<file path="config.mk">
export PLATFORM = sky130hd
export DESIGN_NAME = alu_ctrl_seq
export DESIGN_NICKNAME = d
export VERILOG_FILES = /design/src/rtl/alu_ctrl_pkg.sv /design/src/rtl/alu_funct_decode.sv /design/src/rtl/alu_ctrl_seq.sv
export SDC_FILE = /design/constraint.sdc
export NUM_CORES = 1
export LEC_CHECK = 0
export CORE_MARGIN = 5
export CORE_UTILIZATION = 43
export CTS_CLUSTER_DIAMETER = 150
export CTS_CLUSTER_SIZE = 8
export DETAILED_ROUTE_END_ITERATION = 7
export PLACE_DENSITY = 0.77
export SLEW_MARGIN = 15
export SYNTH_ARGS = -nofsm -noshare
export SYNTH_HDL_FRONTEND = slang
export SYNTH_SLANG_ARGS = --single-unit
export TNS_END_PERCENT = 100
</file>
<file path="constraint.sdc">
create_clock -name clk -period 2.1 [get_ports clk]
set_input_delay 0.42 -clock clk [delete_from_list [all_inputs] [get_ports clk]]
set_output_delay 0.42 -clock clk [all_outputs]
set_load 0.02 [all_outputs]
</file>
<file path="src/rtl/alu_ctrl_pkg.sv">
// Shared constants for the ALU control sequencer: ALUOp encodings, funct
// field values, ALU control codes and the sequencer state enum.
package alu_ctrl_pkg;

    localparam logic [1:0] ALUOP_ADD   = 2'b00;
    localparam logic [1:0] ALUOP_SUB   = 2'b01;
    localparam logic [1:0] ALUOP_FUNCT = 2'b10;
    localparam logic [1:0] ALUOP_LOGIC = 2'b11;

    localparam logic [5:0] F_ADD   = 6'b100000;
    localparam logic [5:0] F_ADDU  = 6'b100001;
    localparam logic [5:0] F_SUB   = 6'b100010;
    localparam logic [5:0] F_SUBU  = 6'b100011;
    localparam logic [5:0] F_AND   = 6'b100100;
    localparam logic [5:0] F_OR    = 6'b100101;
    localparam logic [5:0] F_XOR   = 6'b100110;
    localparam logic [5:0] F_NOR   = 6'b100111;
    localparam logic [5:0] F_SLT   = 6'b101010;
    localparam logic [5:0] F_SLTU  = 6'b101011;
    localparam logic [5:0] F_SLL   = 6'b000000;
    localparam logic [5:0] F_SRL   = 6'b000010;
    localparam logic [5:0] F_SRA   = 6'b000011;
    localparam logic [5:0] F_MULT  = 6'b011000;
    localparam logic [5:0] F_MULTU = 6'b011001;
    localparam logic [5:0] F_DIV   = 6'b011010;
    localparam logic [5:0] F_DIVU  = 6'b011011;

    localparam logic [3:0] C_AND  = 4'b0000;
    localparam logic [3:0] C_OR   = 4'b0001;
    localparam logic [3:0] C_ADD  = 4'b0010;
    localparam logic [3:0] C_XOR  = 4'b0011;
    localparam logic [3:0] C_SUBU = 4'b0101;
    localparam logic [3:0] C_SUB  = 4'b0110;
    localparam logic [3:0] C_SLT  = 4'b0111;
    localparam logic [3:0] C_SLL  = 4'b1000;
    localparam logic [3:0] C_SRL  = 4'b1001;
    localparam logic [3:0] C_SRA  = 4'b1010;
    localparam logic [3:0] C_NOR  = 4'b1100;
    localparam logic [3:0] C_MUL  = 4'b1101;
    localparam logic [3:0] C_DIV  = 4'b1110;

    typedef enum logic {
        ST_IDLE   = 1'b0,
        ST_MD_RUN = 1'b1
    } state_t;

endpackage

</file>
<file path="src/rtl/alu_funct_decode.sv">
// Combinational ALUOp/funct decoder producing the 4-bit ALU control code and
// mul/div classification. Mult/div decode exists only when
// ALU_CTRL_SEQ_MULDIV_EN is defined; otherwise those functs fall to 0000.
module alu_funct_decode
    import alu_ctrl_pkg::*;
#(
    parameter int OP_W    = 2,
    parameter int FUNCT_W = 6
) (
    input  logic [OP_W-1:0]    alu_op,
    input  logic [FUNCT_W-1:0] funct,
    output logic [3:0]         code,
    output logic               is_md,
    output logic               is_div
);

    // Decode table; unknown combinations give the AND code.
    always_comb begin
        code   = C_AND;
        is_md  = 1'b0;
        is_div = 1'b0;
        case (alu_op)
            OP_W'(ALUOP_ADD):   code = C_ADD;
            OP_W'(ALUOP_SUB):   code = C_SUB;
            OP_W'(ALUOP_LOGIC): code = C_AND;
            OP_W'(ALUOP_FUNCT): begin
                case (funct)
                    FUNCT_W'(F_ADD), FUNCT_W'(F_ADDU): code = C_ADD;
                    FUNCT_W'(F_SUB):                   code = C_SUB;
                    FUNCT_W'(F_SUBU):                  code = C_SUBU;
                    FUNCT_W'(F_AND):                   code = C_AND;
                    FUNCT_W'(F_OR):                    code = C_OR;
                    FUNCT_W'(F_XOR):                   code = C_XOR;
                    FUNCT_W'(F_NOR):                   code = C_NOR;
                    FUNCT_W'(F_SLT), FUNCT_W'(F_SLTU): code = C_SLT;
                    FUNCT_W'(F_SLL):                   code = C_SLL;
                    FUNCT_W'(F_SRL):                   code = C_SRL;
                    FUNCT_W'(F_SRA):                   code = C_SRA;
`ifdef ALU_CTRL_SEQ_MULDIV_EN
                    FUNCT_W'(F_MULT), FUNCT_W'(F_MULTU): begin
                        code  = C_MUL;
                        is_md = 1'b1;
                    end
                    FUNCT_W'(F_DIV), FUNCT_W'(F_DIVU): begin
                        code   = C_DIV;
                        is_md  = 1'b1;
                        is_div = 1'b1;
                    end
`endif
                    default: code = C_AND;
                endcase
            end
            default: code = C_AND;
        endcase
    end

endmodule

</file>
<file path="src/rtl/alu_ctrl_seq.sv">
// Registered ALU control decoder with valid/ready handshake and a multi-cycle
// mul/div sequencer that stalls issue while the iterative unit runs.
// Mul/div support is enabled by defining ALU_CTRL_SEQ_MULDIV_EN; without it
// the FSM never leaves IDLE and the md_* outputs stay 0.
//
// state     | meaning
// ST_IDLE   | accepting requests; ctrl_alu/out_valid hold until consumed
// ST_MD_RUN | mul/div iterating, cnt counts down to 0, issue stalled
module alu_ctrl_seq
    import alu_ctrl_pkg::*;
#(
    parameter int OP_W      = 2,
    parameter int FUNCT_W   = 6,
    parameter int CTRL_W    = 4,
    parameter int MD_CYCLES = 32,
    parameter int CNT_W     = (MD_CYCLES > 1) ? $clog2(MD_CYCLES) : 1
) (
    input  logic               clk,
    input  logic               rst,
    input  logic               in_valid,
    output logic               in_ready,
    input  logic [OP_W-1:0]    alu_op,
    input  logic [FUNCT_W-1:0] funct,
    input  logic               flush,
    output logic               out_valid,
    input  logic               out_ready,
    output logic [CTRL_W-1:0]  ctrl_alu,
    output logic               md_start,
    output logic               md_div,
    output logic               md_busy,
    output logic               stall
);

`ifdef ALU_CTRL_SEQ_MULDIV_EN
    localparam bit MD_EN = 1'b1;
`else
    localparam bit MD_EN = 1'b0;
`endif

    state_t              state_q, state_d;
    logic [CNT_W-1:0]    cnt_q, cnt_d;
    logic                out_valid_q, out_valid_d;
    logic [CTRL_W-1:0]   ctrl_q, ctrl_d;
    logic                md_start_q, md_start_d;
    logic                md_div_q, md_div_d;
    logic                md_busy_q, md_busy_d;

    logic [3:0]          dec_code;
    logic                dec_is_md;
    logic                dec_is_div;
    logic                hold;
    logic                accept;

    alu_funct_decode #(
        .OP_W    (OP_W),
        .FUNCT_W (FUNCT_W)
    ) u_decode (
        .alu_op (alu_op),
        .funct  (funct),
        .code   (dec_code),
        .is_md  (dec_is_md),
        .is_div (dec_is_div)
    );

    assign hold     = out_valid_q && !out_ready;
    assign in_ready = (state_q == ST_IDLE) && (!out_valid_q || out_ready);
    assign accept   = in_valid && in_ready;

    assign out_valid = out_valid_q;
    assign ctrl_alu  = ctrl_q;
    assign md_start  = md_start_q;
    assign md_div    = md_div_q;
    assign md_busy   = md_busy_q;
    assign stall     = (state_q == ST_MD_RUN) || hold;

    // Next-state and output-register logic; flush overrides everything,
    // including a request accepted in the same cycle.
    always_comb begin
        state_d     = state_q;
        cnt_d       = cnt_q;
        out_valid_d = out_valid_q;
        ctrl_d      = ctrl_q;
        md_start_d  = 1'b0;
        md_div_d    = md_div_q;
        md_busy_d   = md_busy_q;

        if (out_valid_q && out_ready) begin
            out_valid_d = 1'b0;
        end

        case (state_q)
            ST_IDLE: begin
                if (accept) begin
                    ctrl_d = CTRL_W'(dec_code);
                    if (dec_is_md && MD_EN) begin
                        state_d    = ST_MD_RUN;
                        cnt_d      = CNT_W'(MD_CYCLES - 1);
                        md_start_d = 1'b1;
                        md_div_d   = dec_is_div;
                        md_busy_d  = 1'b1;
                    end else begin
                        out_valid_d = 1'b1;
                    end
                end
            end
            ST_MD_RUN: begin
                if (cnt_q == '0) begin
                    out_valid_d = 1'b1;
                    md_busy_d   = 1'b0;
                    state_d     = ST_IDLE;
                end else begin
                    cnt_d = cnt_q - CNT_W'(1);
                end
            end
            default: state_d = ST_IDLE;
        endcase

        if (flush) begin
            state_d     = ST_IDLE;
            cnt_d       = '0;
            out_valid_d = 1'b0;
            ctrl_d      = ctrl_q;
            md_start_d  = 1'b0;
            md_div_d    = md_div_q;
            md_busy_d   = 1'b0;
        end
    end

    // State and output registers with synchronous reset.
    always_ff @(posedge clk) begin
        if (rst) begin
            state_q     <= ST_IDLE;
            cnt_q       <= '0;
            out_valid_q <= 1'b0;
            ctrl_q      <= '0;
            md_start_q  <= 1'b0;
            md_div_q    <= 1'b0;
            md_busy_q   <= 1'b0;
        end else begin
            state_q     <= state_d;
            cnt_q       <= cnt_d;
            out_valid_q <= out_valid_d;
            ctrl_q      <= ctrl_d;
            md_start_q  <= md_start_d;
            md_div_q    <= md_div_d;
            md_busy_q   <= md_busy_d;
        end
    end

endmodule

</file>
==> out/metrics.cfg <==
[clocking]
cts_max_level=1
clk_path_buf_depth=2
cts_num_sinks=11
cts-resized-gates=2
cts_root_buf=clkbuf_4
cts_tree=yes
cts_buffers=3
post_cts_buffers=0
clk_pin_slew_ns=0.07
clk_latency_ns=0.27
cts_hold_buf=0

[yosys]
yosysTopAreaCell=dfxtp_1
syn_area_per_cell_um2=8.16
ys_seq_area_share_pct=32.9
synth_area_um2=669
yosys_register_bits=11
synthTopCellsByArea=dfxtp_1 (33%), ha_1 (7.5%), inv_1 (5.0%)
synth_top_area_share_pct=32.9
yosysUniqueCellTypes=33
netlist_instances=82
yosysWarnings=0

[critical_path]
cp-end-kind=primary output
reg2reg_from=out_valid
crit_end=stall
r2r_slack_ns=0.47
crit_start=out_ready
worst_ep_arrival_time_ns=1.49
start_kind=input port
timing.critical_path.required_ns=1.68
cp_max_fo=3
ff2ff_path_depth=4
path_class=in2out
r2r-end=ctrl_alu[3]

[global_route]
antenna_found_initial=0
grt_pass1_vias=536
grt_start_max_net_pins=10
grt_overflow=0
grt_pass1_wl_um=2350
grtUsageTotal_pct=12.2

[timing]
period_minus_slack_ns=1.91
post-route-period-util_pct=90.8
rsz0062_at_grt=no
hold_viol=0
max_freq_ghz=0.524
clock_skew_ns=0.00567
holdWs_ns=0.462
setup_viol=0
drv_slew=0

[detailed_routing]
wl_per_cell_um=11.7
vias_per_cell=5.31
drc=0
vias=653
final_antenna_net_count=0
first_pass_iters=4
drt_wl_total_um=1440
drt_iter0_drc=15

[placement]
dp.cells=119
place_hpwl_um=1180
routabilityCongestion=0.742
portBuffers=19

[die]
die_area_um2=2450
die_x_um=49.5
start_util_pct=45.0
rows=14
die_h_um=49.5
ios=23
core_um2=1490

[finish]
layout_commonest_cell=clkdlybuf4s50_1
final_nets=125
multiInputGateArea_um2=382
layout_common_cells=clkdlybuf4s50_1 (17), dfxtp_1 (11), inv_1 (9), nor2_1 (7), buf_4 (6)
final_layout_size_suffix_gt1_share_pct=10.3
area_delta_synth_final_pct=36.6
layout.cells.non_filler=123
n_fill_cell=146
regArea_um2=220
diodes=0

[flow_run]
cap_violations=0

[power_and_ir_drop]
peakVddDrop_mv=0.421
power.density_nw_per_um2=490
leakage_uw=0.000367

[run_status]
status=finished, final reports clean

[worst_hold_path]
holdCritPathClass=reg2reg

## synthesized netlist by cell type (all sizes together)
cell type / count
mux2i: 1
buf: 4
nor3b: 1
a21oi: 5
or3: 1
nor3: 5
inv: 9
nor2: 7
ha: 4
a311oi: 1
nand2: 3
nand3: 1
xnor2: 1
or4b: 3
o311a: 1
or4: 1
dfxtp: 11
a32o: 1
nor4b: 2
a31oi: 3
o21ai: 6
conb: 1
or2: 1
nand2b: 1
o22ai: 1
nand3b: 1
nor2b: 1
a32oi: 1
clkbuf: 2
xor2: 2
## worst max-delay path, cell delays in order
cell and delay, ns:
clkdlybuf4s50_1 0.40, nor2b_1 0.21, nor2_1 0.08, inv_1 0.05, dlygate4sd2_1 0.32
## sequential cells by signal, summed over array words and instances (netlist names)
signal	cells
out_valid	1
cnt_q	5
state_q	1
ctrl_alu	4
## logic make-up after synthesis
family                     count (synthesis)  synth area share, %
xor gates and xnor gates                   3                 3.93
DFF                                       11                 32.9
buffers and inverters                     15                 11.2
adders and majority gates                  4                 7.48
and+or+nand+nor                           28                 24.9
AOI/OAI and AO/OA                         19                 17.6
muxes                                      1                 1.50
other                                      1                0.560
## metal layers
layer / vias to the layer above / part of all wire [%] / global-route usage [%]
met1: 291 / 46 / 15.7
li1: 339 / - / -
met5: - / 0 / 0
met4: 0 / 0.97 / 3.93
met3: 2 / 9.4 / 5.12
met2: 21 / 43 / 18.2
## power by group
| part | total, uW | internal [uW] | switching (uW) |
|---|---|---|---|
| sequential | 214 | 212 | 1.48 |
| combinational | 91.5 | 48.6 | 42.9 |
| clock | 143 | 73.5 | 69.5 |
## cell type report
type	count	area share, %
multi-input cells	58	41.7
repair buffers	25	25.4
flip-flops and latches	11	24.1
inverters	9	3.69
clock buffers	4	2.87
well taps	16	2.19
## how the worst min path moves through the flow
stage	depth (start not counted)	from	to	slack (ns)
2_1_floorplan	1	cnt_q[4]	cnt_q[4]	0.44
3_3_place_gp	2	ctrl_alu[3]	ctrl_alu[3]	0.44
3_5_place_dp	2	ctrl_alu[3]	ctrl_alu[3]	0.46
4_1_cts	2	ctrl_alu[3]	ctrl_alu[3]	0.47
5_1_grt	2	ctrl_alu[3]	ctrl_alu[3]	0.48
6_report	2	ctrl_alu[3]	ctrl_alu[3]	0.46
## through the flow
| stage | setup TNS [ns] | worst slack, ns | utilization [%] | power (uW) | cell area (um^2) |
|---|---|---|---|---|---|
| 2_1_floorplan | 0 | 0.398 | - | 263 | 677 |
| 3_3_place_gp | -0.0357 | -0.0357 | 59.8 | 309 | 891 |
| 3_5_place_dp | -0.129 | -0.0873 | 59.8 | 311 | 891 |
| 4_1_cts | 0 | 0.188 | 61.4 | 456 | 915 |
| 5_1_grt | 0 | 0.122 | 61.4 | 473 | 915 |
| 6_report | 0 | 0.193 | 61.4 | 448 | 915 |
Note: power is estimated with default switching activity, not from simulation.
